File: config.mk
export PLATFORM = sky130hd
export DESIGN_NAME = argon_regfile_dp
export DESIGN_NICKNAME = d
export VERILOG_FILES = /design/src/rtl/argon_regfile_dp.sv
export SDC_FILE = /design/constraint.sdc
export NUM_CORES = 1
export LEC_CHECK = 0
export ABC_AREA = 0
export BUFFER_PORTS_ARGS = -buffer_cell sky130_fd_sc_hd__buf_2
export CORE_AREA = 2 2 259 133
export CTS_BUF_LIST = sky130_fd_sc_hd__clkbuf_8
export DETAILED_ROUTE_END_ITERATION = 10
export DIE_AREA = 0 0 261 135
export HOLD_SLACK_MARGIN = 0.05
export MAX_ROUTING_LAYER = met4
export SKIP_CTS_REPAIR_TIMING = 1
export SLEW_MARGIN = 30
export SYNTH_ARGS = -nofsm -noshare
export SYNTH_HDL_FRONTEND = slang
export SYNTH_SLANG_ARGS = --single-unit
File: constraint.sdc
create_clock -name i_Clk -period 6 [get_ports i_Clk]
set_clock_uncertainty 0.2 [all_clocks]
set_input_delay 0.9 -clock i_Clk [delete_from_list [all_inputs] [get_ports i_Clk]]
set_output_delay 0.9 -clock i_Clk [all_outputs]
set_load 0.005 [all_outputs]
File: src/rtl/argon_regfile_dp.sv
`default_nettype none
// ============================================================================
// Module  : argon_regfile_dp
// Brief   : Parametrised register file: two registered read ports, one write
//           port, multi-cycle hardware clear. Register 0 reads as zero.
//           Optional write-to-read bypass: define ARGON_REGFILE_BYPASS_EN.
// Revision: 1.0 - initial release
// ============================================================================
module argon_regfile_dp #(
    parameter  int DATA_W   = 16,
    parameter  int NUM_REGS = 16,
    localparam int IDX_W    = $clog2(NUM_REGS)
) (
    input  logic                 i_Clk,
    input  logic                 i_Reset_n,
    input  logic                 i_selLatch,
    input  logic [3*IDX_W-1:0]   i_selData,
    input  logic                 i_readA,
    input  logic                 i_readB,
    input  logic                 i_writeC,
    input  logic [DATA_W-1:0]    i_wrData,
    input  logic                 i_clear,
    output logic [DATA_W-1:0]    o_dataA,
    output logic                 o_validA,
    output logic [DATA_W-1:0]    o_dataB,
    output logic                 o_validB,
    output logic                 o_busy
);

    typedef enum logic [0:0] {
        IDLE  = 1'b0,
        CLEAR = 1'b1
    } state_t;

    state_t              r_state;
    state_t              w_state_nxt;
    logic [IDX_W-1:0]    r_clr_cnt;
    logic [IDX_W-1:0]    w_clr_cnt_nxt;

    logic [IDX_W-1:0]    r_idx_a;
    logic [IDX_W-1:0]    r_idx_b;
    logic [IDX_W-1:0]    r_idx_c;

    // Register 0 has no storage; it is synthesised as a constant zero on read.
    logic [DATA_W-1:0]   r_regs [1:NUM_REGS-1];

    logic                w_idle_ops;
    logic                w_wr_en;
    logic [DATA_W-1:0]   w_rd_a;
    logic [DATA_W-1:0]   w_rd_b;

    function automatic logic idx_ok(input logic [IDX_W-1:0] idx);
        return (idx != '0) && (int'(idx) < NUM_REGS);
    endfunction

    function automatic logic [DATA_W-1:0] rd_word(input logic [IDX_W-1:0] idx);
        logic [DATA_W-1:0] v;
        v = '0;
        if (idx_ok(idx)) begin
            v = r_regs[idx];
        end
        return v;
    endfunction

    // Strobes are only honoured in IDLE and not in the cycle that starts a clear.
    assign w_idle_ops = (r_state == IDLE) && !i_clear;
    assign w_wr_en    = w_idle_ops && i_writeC && idx_ok(r_idx_c);
    assign o_busy     = (r_state == CLEAR);

    always_comb begin
        w_rd_a = rd_word(r_idx_a);
        w_rd_b = rd_word(r_idx_b);
`ifdef ARGON_REGFILE_BYPASS_EN
        if (w_wr_en && (r_idx_a == r_idx_c)) begin
            w_rd_a = i_wrData;
        end
        if (w_wr_en && (r_idx_b == r_idx_c)) begin
            w_rd_b = i_wrData;
        end
`endif
    end

    always_comb begin
        w_state_nxt   = r_state;
        w_clr_cnt_nxt = r_clr_cnt;
        case (r_state)
            IDLE: begin
                if (i_clear) begin
                    w_state_nxt   = CLEAR;
                    w_clr_cnt_nxt = IDX_W'(1);
                end
            end
            CLEAR: begin
                if (r_clr_cnt == IDX_W'(NUM_REGS - 1)) begin
                    w_state_nxt   = IDLE;
                    w_clr_cnt_nxt = '0;
                end else begin
                    w_clr_cnt_nxt = r_clr_cnt + IDX_W'(1);
                end
            end
            default: begin
                w_state_nxt   = IDLE;
                w_clr_cnt_nxt = '0;
            end
        endcase
    end

    always_ff @(posedge i_Clk or negedge i_Reset_n) begin
        if (!i_Reset_n) begin
            r_state   <= IDLE;
            r_clr_cnt <= '0;
        end else begin
            r_state   <= w_state_nxt;
            r_clr_cnt <= w_clr_cnt_nxt;
        end
    end

    always_ff @(posedge i_Clk or negedge i_Reset_n) begin
        if (!i_Reset_n) begin
            r_idx_a <= '0;
            r_idx_b <= '0;
            r_idx_c <= '0;
        end else if (w_idle_ops && i_selLatch) begin
            r_idx_a <= i_selData[IDX_W-1:0];
            r_idx_b <= i_selData[2*IDX_W-1:IDX_W];
            r_idx_c <= i_selData[3*IDX_W-1:2*IDX_W];
        end
    end

    always_ff @(posedge i_Clk or negedge i_Reset_n) begin
        if (!i_Reset_n) begin
            for (int i = 1; i < NUM_REGS; i++) begin
                r_regs[i] <= '0;
            end
        end else if (r_state == CLEAR) begin
            r_regs[r_clr_cnt] <= '0;
        end else if (w_wr_en) begin
            r_regs[r_idx_c] <= i_wrData;
        end
    end

    always_ff @(posedge i_Clk or negedge i_Reset_n) begin
        if (!i_Reset_n) begin
            o_dataA  <= '0;
            o_validA <= 1'b0;
            o_dataB  <= '0;
            o_validB <= 1'b0;
        end else begin
            o_validA <= w_idle_ops && i_readA;
            o_validB <= w_idle_ops && i_readB;
            if (w_idle_ops && i_readA) begin
                o_dataA <= w_rd_a;
            end
            if (w_idle_ops && i_readB) begin
                o_dataB <= w_rd_b;
            end
        end
    end

endmodule
`default_nettype wire

======== After elaboration in Yosys (flattened, before gate mapping) ========
Cells that the tools add are included.
storage, ports and cells
  register bits ........................... 291
  input bits .............................. 35
  output and inout port bits .............. 35
  logic and storage cells ................. 74
cells by class
  add/sub/neg operators ................... 1
  order comparisons ....................... 6
  equality and inequality tests ........... 2
  muxes and demuxes ....................... 21
  bitwise gates (word level) .............. 7
  reduce and logical (&&, ||, !) cells .... 13
operator list
  operator                                             count
  2-to-1 mux 240 bit                                   2
  bitwise AND 240 bit                                  1
  bitwise mux 240 bit                                  1
  inverter 240 bit                                     1
  binary-select mux 16 bit (select 4 bit)              2
  demux 16 bit (select 4 bit)                          2
  2-to-1 mux 16 bit                                    8
  >= comparator 5 bit (second input constant)          4
  inverter 4 -> 5 bit                                  4
  nonzero test 4 bit                                   3
  < comparator 5 x 1 -> 1 bit (second input constant)  2
  logical AND 1 bit                                    8
  2-to-1 mux 4 bit                                     2
  one-hot mux 4 bit (2 select lines)                   1
  adder 4 x 1 -> 4 bit (second input constant)         1
  == test 4 bit (second input constant)                1
  2-to-1 mux 1 bit                                     2
  inequality test 2 bit (second input constant)        1
  one-hot mux 1 bit (2 select lines)                   1
  nonzero test 2 bit                                   1
  logical NOT 1 bit                                    1
  inverter 1 bit                                       1

======== Logic depth before layout (Yosys ltp) ========
Gate-level depths: netlist of run 1.
  word-level depth ........................ 8
  gate-level depth with buffers ........... 7
  gate-level depth less buffers ........... 5

======== Worst setup path after synthesis of run 1 ========
Ideal clock, no wire load.
  path kind ............................... input to register
  from .................................... input i_clear
  to ...................................... register o_dataB[6]
  setup time .............................. 0.066 ns
  arrival time ............................ 2.295 ns
  data required time ...................... 5.734 ns
  path slack .............................. 3.439 ns
  stages on the path ...................... 7
  buffers on the path ..................... 3
  path through ............................ or3b_1 -> buf_2 -> or3_1 -> buf_2 -> buf_6 -> nor3_1 -> a221o_1
on the way
  cells in the longest elaborated chain, start to end .. 3
RTL lines
  what                  line  text
  from (decl)           22    input logic i_clear,
  logical NOT 1 bit     66    assign w_idle_ops = (r_state == IDLE) && !i_clear;
  logical AND 1 bit     66
  logical AND 1 bit     154   if (w_idle_ops && i_readB) begin
  to (signal assigned)  155   o_dataB <= w_rd_b;
  to (decl)             25    output logic [DATA_W-1:0] o_dataB,
No other way between the ends.
A chain may end at the register's enable or synchronous reset.

======== Worst setup path after layout of run 1 ========
  from .................................... register r_idx_c[3]
  to ...................................... register r_regs[108] in the netlist's numbering
on the way
  cells in the longest elaborated chain, start to end .. 8
  elaborated cells between the ends (all ways) .. 12
  those cells by class .................... order compare: 2; mux: 5; bitwise: 1; reduce/logical: 4
RTL lines
  what                                                                                             line  text
  from (decl)                                                                                      42    logic [IDX_W-1:0] r_idx_c;
  from (signal assigned)                                                                           126   r_idx_c <= i_selData[3*IDX_W-1:2*IDX_W];
  inverter 4 -> 5 bit (not written as such)                                                        138   r_regs[r_idx_c] <= i_wrData;
  >= comparator 5 bit (not written as such) / < comparator 5 x 1 -> 1 bit (equally long branches)  138
  logical AND 1 bit (not written as such)                                                          138
  2-to-1 mux 16 bit (not written as such)                                                          138
  demux 16 bit (select 4 bit)                                                                      138
  bitwise mux 240 bit                                                                              138
  2-to-1 mux 240 bit                                                                               137   end else if (w_wr_en) begin
  2-to-1 mux 240 bit                                                                               135   end else if (r_state == CLEAR) begin
  to (signal, indexed assignment)                                                                  138
  to (decl)                                                                                        45    logic [DATA_W-1:0] r_regs [1:NUM_REGS-1];
Several ways; a longest one is shown, not always the timed one. The select of a mux whose other input is x is not followed.

==> results.toml, run 1 <==
[run]
maxCapViolCount = 0

[placed_design]
place_congestion = 0.8116
dp_slack_ns = 2.357
port_buffers = 69
dp_hpwl_um = 28440

[synth]
ys_warn_count = 0
syn_nets = 1100
async_reset_ff_share_pct = 100.0
synth_edf_count = 0
yosysSeqAreaShare_pct = 49.53
avgSynthCellArea_sq_um = 13.87
ys_types = 47
netlist_instances = 1060
synth_flop_cell = "dfrtp_1"
yosys_register_bits = 291
netlist_area_sq_mm = 0.01470

[outcome]
status = "completed"

[setup_path]
critPathRequiredTime_ns = 6.26
critPathLaunchType = "register"
crit_type = "register to register"
cp.arrival_ns = 3.61
cp-end-kind = "register"
cp_max_fo = 17

[global_routing]
antenna_found_initial = 0
grt_max_degree = 107
grt_overflow = 0
grt_pass1_wl_um = 71640
grt_pass1_vias = 11060
grtUsageTotal_pct = 28.25

[power_and_ir_drop]
power_leakage_uw = 0.007387
peakVddDrop_uv = 287.6
power_density_mw_per_mm2 = 381.5

[worst_hold_path]
hold_path.class = "input port to asynchronous set/reset pin"

[sta]
maxSlewViolCount = 0
max_freq_mhz = 298.5
fin_crit_sh_pct = 55.84
setup_viol_count_final = 0
grt_setup_unrepaired = "no"
finalHoldViolCount = 0
worst-slew-pin-transition_ns = 1.029
slew_headroom_pct = 31.18
worst_slack_ns = 2.650
setup-tns-final_ns = 0
min_period_ns = 3.350

[clock_tree]
cts_buffer_depth = 3
clk_latency_ns = 0.59
cts_buffers = 46
cts_max_level = 2
root_buffer = "clkbuf_8"
clkTransAtPathRegs_ns = 0.07
cts_sinks = 291
cts_tree = "done"

[cells_and_area]
nNetsFinal = 1138
layout_common_cells = "dfrtp_1, a22o_1, mux4_2"
area_delta_synth_final_pct = 10.98
insertedDiodeCount = 0
nFillCells = 2859
drive_above_1_share_pct = 30.86
layout_commonest_cell = "dfrtp_1"

[routing]
vias = 10820
vias_per_cell = 6.868
post-route-drc-count = 0
first_pass_iters = 5
antenna_left = 0
wirelength_um = 47110
wl_per_cell_um = 29.91
initialDrtViolationCount = 1271

[floorplan]
die_w_um = 261
io-pin-count = 70
coreArea_sq_mm = 0.03281
die_area_sq_mm = 0.03524
initial_core_util_pct = 44.81
fp-row-count = 47
fp.dieH_um = 135
-- cells in the mapped netlist, drive strengths merged, types with 2 or more instances --
master	count	area (sq um)
mux2	43	484.2
a221o	32	320.3
buf	60	362.9
a21oi	15	123.9
o21ai	21	105.1
or3b	5	48.80
a221oi	16	140.1
and2	2	12.52
nor4	7	148.9
clkbuf	48	180.2
mux2i	16	160.2
mux4	96	2162
ha	5	62.56
nor3	26	255.2
a32oi	16	140.1
inv	7	26.27
dfrtp	291	7282
nand2	55	206.5
and3	3	18.77
nand2b	19	118.9
nor2b	5	31.28
nor2	18	67.56
a22o	240	2102
or2	2	12.52
a31oi	2	27.53
-- routing by layer --
| layer | vias up | wire (um) | global-route usage (%) |
|---|---|---|---|
| li1 | 4341 | - | - |
| met1 | 5730 | 19980 | 40.11 |
| met2 | 661 | 21010 | 40.17 |
| met3 | 85 | 5024 | 7.432 |
| met4 | 0 | 1086 | 7.828 |
| met5 | - | 0 | - |
-- logic make-up (layout without fill, tap and decap cells) --
kind of cell | Yosys count | in the layout | share of synthesized area, %
simple gates | 146 | 146 | 6.502
flops | 291 | 291 | 49.53
fa+ha+maj | 5 | 5 | 0.4255
mux | 155 | 155 | 19.09
buf+inv | 115 | 189 | 3.872
compound gates | 348 | 348 | 20.59
-- final timing paths --
check,end,slack (ns),from,depth (start not counted)
min in group i_Clk,o_dataA[3]$_DFFE_PN0P_,0.30,o_dataA[3]$_DFFE_PN0P_,2
setup reg to reg,r_regs[108]$_DFFE_PN0P_,2.65,r_idx_c[3]$_DFFE_PN0P_,4
max in group asynchronous,r_regs[236]$_DFFE_PN0P_,3.96,i_Reset_n,2
hold / removal,o_dataB[2]$_DFFE_PN0P_,0.16,i_Reset_n,1
hold reg to reg,o_dataA[3]$_DFFE_PN0P_,0.30,o_dataA[3]$_DFFE_PN0P_,2
setup / recovery,r_regs[108]$_DFFE_PN0P_,2.65,r_idx_c[3]$_DFFE_PN0P_,4
-- through the flow --
stage	cells	utilization [%]	cell area [sq um]	hold slack, ns	power [uW]
2_1_floorplan	1060	-	14700	0.2765	3764
4_1_cts	1574	49.65	16290	0.1999	6230
3_3_place_gp	1487	46.53	15270	0.2814	4452
5_1_grt	1575	49.73	16320	0.2280	6483
6_report	1575	49.73	16320	0.1578	6225
3_5_place_dp	1490	46.81	15360	0.2863	4492
-- area by class of cell --
cell class | instances | area [sq um] | share of cell area (%)
flip-flops and latches | 291 | 7293 | 44.70
multi-input cells | 654 | 6919 | 42.40
clock buffers | 58 | 798.3 | 4.892
repair buffers | 98 | 595.6 | 3.650
well taps | 441 | 551.8 | 3.382
clock inverters | 26 | 132.6 | 0.8128
inverters | 7 | 26.28 | 0.1610
-- worst max-delay path: stages, from the launching register on --
cell and delay (ns):
dfrtp_1 0.77, or3b_1 0.73, nor3_4 0.96, a21oi_4 0.28, a22o_1 0.27
-- sequential cells by signal, indices dropped and copies added, names as in the netlist --
name	count
o_busy	1
o_dataA	16
o_dataB	16
o_validA	1
o_validB	1
r_clr_cnt	4
r_idx_a	4
r_idx_b	4
r_idx_c	4
r_regs	240
-- power by group --
group	switching [uW]	leakage [uW]	total [uW]	internal, uW
registers	347	0.00401	2500	2160
clock network	831	0.000553	1740	911
logic	1220	0.00282	1980	759
total	2400	0.00739	6220	3830
(Power assumes the default switching activity.)
==> inputs of run 2 (changes only) <==
==> constraint.sdc (replaced) <==
create_clock -name i_Clk -period 2.9 [get_ports i_Clk]
set_clock_uncertainty 0.2 [all_clocks]
set_input_delay 0.435 -clock i_Clk [delete_from_list [all_inputs] [get_ports i_Clk]]
set_output_delay 0.435 -clock i_Clk [all_outputs]
set_load 0.005 [all_outputs]
==> run 2 against run 1 <==
Compared with the run above:
- sequential share of layout area decreased by 1.1 points
- count of clock-buffer cells in the layout is the same
- routed wire length is 0.74% higher
- global-route usage hardly changed
- final cell count is 2.3% higher
- non-clock buffer count grew 36
- combinational power rose by 130%
- sequential power is 99% higher
- largest cell class unchanged
==> results.toml, run 2 (synthesis gave the netlist of run 1 again) <==
[cells_and_area]
largest_registers = "r_regs: 240 flops, o_dataA: 16 flops, o_dataB: 16 flops"
final_area_sq_mm = 0.01672
layout_common_cells = "dfrtp_1, a22o_1, mux4_2"
layout_commonest_cell = "dfrtp_1"
top_register = "r_regs"
area_delta_synth_final_pct = 13.71
nNetsFinal = 1173
drive_above_1_share_pct = 31.65
nFillCells = 2854
largest_reg_flops = 240

[routing]
wirelength_um = 47450
vias_per_cell = 6.800
vias = 10960
first_pass_iters = 7
initialDrtViolationCount = 1325
wl_per_cell_um = 29.45
post-route-drc-count = 0
antenna_left = 0

[global_routing]
grt_pass1_wl_um = 71480
grt_max_degree = 82
grt_overflow = 0
antenna_found_initial = 1
grt_pass1_vias = 11260
grtUsageTotal_pct = 28.23

[sta]
max_freq_mhz = 380.8
fin_crit_sh_pct = 90.55
setup-tns-final_ns = 0
whs_ns = 0.1169
worst-slew-pin-transition_ns = 1.026
slew_headroom_pct = 31.57
setup_viol_count_final = 0
min_period_ns = 2.626
finalHoldViolCount = 0
grt_setup_unrepaired = "no"
maxSlewViolCount = 0

[setup_path]
cp_max_fo = 15
cp.arrival_ns = 2.95
rrSetupSlack_ns = 0.31
critPathLaunchType = "input port"
cp-end-kind = "register"
critPathRequiredTime_ns = 3.23
crit_type = "input port to register"

[clock_tree]
clkTransAtPathRegs_ns = 0.07
cts_sinks = 291
cts_buffer_depth = 3
root_buffer = "clkbuf_8"
cts_max_level = 2
clk_latency_ns = 0.59
cts_buffers = 45
cts_tree = "done"

[power_and_ir_drop]
seqPwrFrac_pct = 37.8
power_leakage_uw = 0.007569
comb_power_share_pct = 34.8
power_density_mw_per_mm2 = 785.9
switching_share_pct = 38.30
switchingPower_uw = 5032
power_frac_clock_pct = 27.4
p_int_uw = 8108
peakVddDrop_uv = 532.6
total_power_uw = 13140

[placed_design]
port_buffers = 69
dp_hpwl_um = 28450
place_congestion = 0.8387
placed_area_sq_mm = 0.01564

[floorplan]
die_area_sq_mm = 0.03524
initial_core_util_pct = 44.81
fp-row-count = 47
io-pin-count = 70
fp.dieH_um = 135
coreArea_sq_mm = 0.03281
die_w_um = 261

[outcome]
status = "completed"

[run]
maxCapViolCount = 0

[worst_hold_path]
hold_path.class = "input port to register"
## run 2: per-layer routing
metal	vias to the layer above	GRT usage, %	share of wire, %
met5	-	-	0
met4	0	9.312	2.6
met3	99	7.395	10
met2	647	40.76	45
met1	5794	38.98	42
li1	4415	-	-
## run 2: path summary, 6_finish.rpt
path | from | end | depth (start not counted)
setup / recovery | i_clear | o_dataB[14]$_DFFE_PN0P_ | 6
hold / removal | i_wrData[4] | r_regs[36]$_DFFE_PN0P_ | 2
setup reg to reg | r_idx_b[0]$_DFFE_PN0P_ | o_dataB[15]$_DFFE_PN0P_ | 5
hold reg to reg | o_dataA[3]$_DFFE_PN0P_ | o_dataA[3]$_DFFE_PN0P_ | 2
max in group asynchronous | i_Reset_n | r_regs[5]$_DFFE_PN0P_ | 3
min in group asynchronous | i_Reset_n | r_regs[146]$_DFFE_PN0P_ | 2
## run 2: final cells by class
type	instances	area, sq um	area share, %
diodes	1	2.502	0.01497
clock buffers	58	798.3	4.775
inverters	7	26.28	0.1572
multi-input cells	654	6934	41.48
flip-flops and latches	291	7293	43.62
clock inverters	25	133.9	0.8008
well taps	441	551.8	3.300
repair buffers	134	978.4	5.852
## run 2: power by group through the flow
stage | Combinational, uW | Clock [uW] | Sequential [uW]
global route | 4810 | 3840 | 5020
CTS | 4530 | 3640 | 4970
global placement | 4380 | 0 | 5030
detailed placement | 4520 | 0 | 5040
floorplan | 3010 | 0 | 4780
finish | 4570 | 3600 | 4970
## run 2: critical path: stages
cell	delay [ns]
dlygate4sd3_1	0.52
buf_2	0.17
or3b_1	0.42
or3_1	0.72
a221oi_1	0.50
a221o_1	0.17
## run 2: through the flow
step	setup slack, ns	util, %	instances
6_report	0.2740	50.95	1611
5_1_grt	0.2226	50.95	1611
4_1_cts	0.3931	50.51	1596
3_5_place_dp	0.2334	47.67	1513
3_3_place_gp	0.2714	47.42	1513
2_1_floorplan	0.7191	-	1060
==> inputs of run 3 (changes only) <==
--- a/config.mk
+++ b/config.mk
@@ -6,7 +6,7 @@
 export NUM_CORES = 1
 export LEC_CHECK = 0
 export ABC_AREA = 0
-export BUFFER_PORTS_ARGS = -buffer_cell sky130_fd_sc_hd__buf_2
+export BUFFER_PORTS_ARGS = -buffer_cell sky130_fd_sc_hd__buf_4
 export CORE_AREA = 2 2 259 133
 export CTS_BUF_LIST = sky130_fd_sc_hd__clkbuf_8
 export DETAILED_ROUTE_END_ITERATION = 10
==> run 3 against run 2 <==
Compared with the run above:
- hold slack worse by 0.052 ns
- largest power group unchanged
- sequential share of layout area down 0.69 points
- critical path type is now register to register
- final cell count up 0.68%
- global-route usage down 0.45 points
- design area up 1.6%
- sequential power up 3%
- clock power down 4%
- combinational power about the same
- largest cell class unchanged
- fmax up 6.0%
- register-to-register slack better by 0.11 ns
==> results.toml, run 3 (synthesis gave the netlist of run 1 again) <==
[routing]
antenna_left = 0
wl_per_cell_um = 28.71
vias_per_cell = 6.708
first_pass_iters = 5
vias = 10880
initialDrtViolationCount = 1247
wirelength_um = 46570
post-route-drc-count = 0

[setup_path]
cp_max_fo = 22
rrSetupSlack_ns = 0.42
crit_type = "register to register"
cp.arrival_ns = 2.75
critPathLaunchType = "register"
critPathRequiredTime_ns = 3.17
cp-end-kind = "register"

[placed_design]
dp_slack_ns = 0.4006
dp.cells = 1519
port_buffers = 69
dp_hpwl_um = 28510
place_congestion = 0.8669

[floorplan]
fp-row-count = 47
initial_core_util_pct = 44.81
io-pin-count = 70
fp.dieH_um = 135
die_w_um = 261
die_area_sq_mm = 0.03524
coreArea_sq_mm = 0.03281

[sta]
max_freq_mhz = 403.6
worst_slack_ns = 0.4220
worst-slew-pin-transition_ns = 0.9125
grt_setup_unrepaired = "no"
finalHoldViolCount = 0
slew_headroom_pct = 39.17
whs_ns = 0.06459
min_period_ns = 2.478
setup_viol_count_final = 0
setup-tns-final_ns = 0
fin_crit_sh_pct = 85.45
maxSlewViolCount = 0

[cells_and_area]
fin_util_pct = 51.77
largest_registers = "r_regs: 240 flops, o_dataA: 16 flops, o_dataB: 16 flops"
layout_common_cells = "dfrtp_1, a22o_1, buf_4"
nNetsFinal = 1189
area_delta_synth_final_pct = 15.55
largest_reg_flops = 240
insertedDiodeCount = 0
layout_commonest_cell = "dfrtp_1"
top_register = "r_regs"
nFillCells = 2832
drive_above_1_share_pct = 31.58
layoutNonFillerInstCount = 1622

[global_routing]
grt_pass1_wl_um = 70970
grt_pass1_vias = 11270
grt_overflow = 0
antenna_found_initial = 0
grtUsageTotal_pct = 27.78
grt_max_degree = 76

[outcome]
status = "completed"

[clock_tree]
cts_buffer_depth = 3
cts_buffers = 44
clk_latency_ns = 0.59
cts_max_level = 2
cts_sinks = 291
cts_tree = "done"
root_buffer = "clkbuf_8"
clkTransAtPathRegs_ns = 0.07

[power_and_ir_drop]
power_density_mw_per_mm2 = 774.1
peakVddDrop_uv = 491.6
power_leakage_uw = 0.007648

[run]
maxCapViolCount = 0

[worst_hold_path]
hold_path.class = "input port to register"
-- run 3: changes by cell type in the layout (fill, tap and decap cells not counted) --
cell,delta
clkinvlp_4,-1
clkinv_2,+2
a21oi_4,-4
clkbuf_8,-4
diode_2,-1
dlygate4sd3_1,+11
buf_2,-68
buf_12,+3
a21oi_2,+4
inv_1,-2
buf_4,+71
-- run 3: final cells by class --
type	instances	area (sq um)	share of cell area, %
inverters	7	26.28	0.1547
clock inverters	24	128.9	0.7586
repair buffers	151	1341	7.895
well taps	441	551.8	3.248
multi-input cells	654	6904	40.64
flip-flops and latches	291	7293	42.93
clock buffers	54	743.2	4.375
-- run 3: metrics by stage --
step / total power (uW) / instance area, sq um
after floorplan: 7787 / 14700
after global placement: 9610 / 15810
after detailed placement: 9692 / 15860
after CTS: 13140 / 16730
after global routing: 13700 / 16990
final: 13150 / 16990
-- run 3: routing by layer --
| layer | GRT usage (%) | wire length [um] | up-vias |
|---|---|---|---|
| met5 | - | 0 | - |
| met1 | 38.86 | 19710 | 5724 |
| li1 | - | - | 4449 |
| met3 | 6.156 | 4401 | 85 |
| met4 | 9.059 | 1153 | 0 |
| met2 | 40.44 | 21300 | 622 |
-- run 3: worst paths after layout --
kind	from	to	cells past startpoint
max	r_idx_b[0]$_DFFE_PN0P_	o_dataB[3]$_DFFE_PN0P_	6
min	i_wrData[11]	r_regs[155]$_DFFE_PN0P_	2
max reg2reg	r_idx_b[0]$_DFFE_PN0P_	o_dataB[3]$_DFFE_PN0P_	6
min reg2reg	o_dataA[2]$_DFFE_PN0P_	o_dataA[2]$_DFFE_PN0P_	2
max in group asynchronous	i_Reset_n	r_regs[154]$_DFFE_PN0P_	3
min in group asynchronous	i_Reset_n	r_regs[162]$_DFFE_PN0P_	2
-- run 3: where the power goes --
part           total [uW]  internal, uW  leakage [uW]  switching (uW)
logic                4560          1940       0.00313            2610
registers            5140          4460       0.00401             681
clock network        3450          1770      0.000509            1680
total               13200          8180       0.00765            4980
-- run 3: critical path: stages, from the launching register on --
cell	delay (ns)
dfrtp_4	0.71
buf_4	0.33
buf_4	0.19
mux4_2	0.49
nand2_1	0.08
nand2_1	0.06
a221o_1	0.32
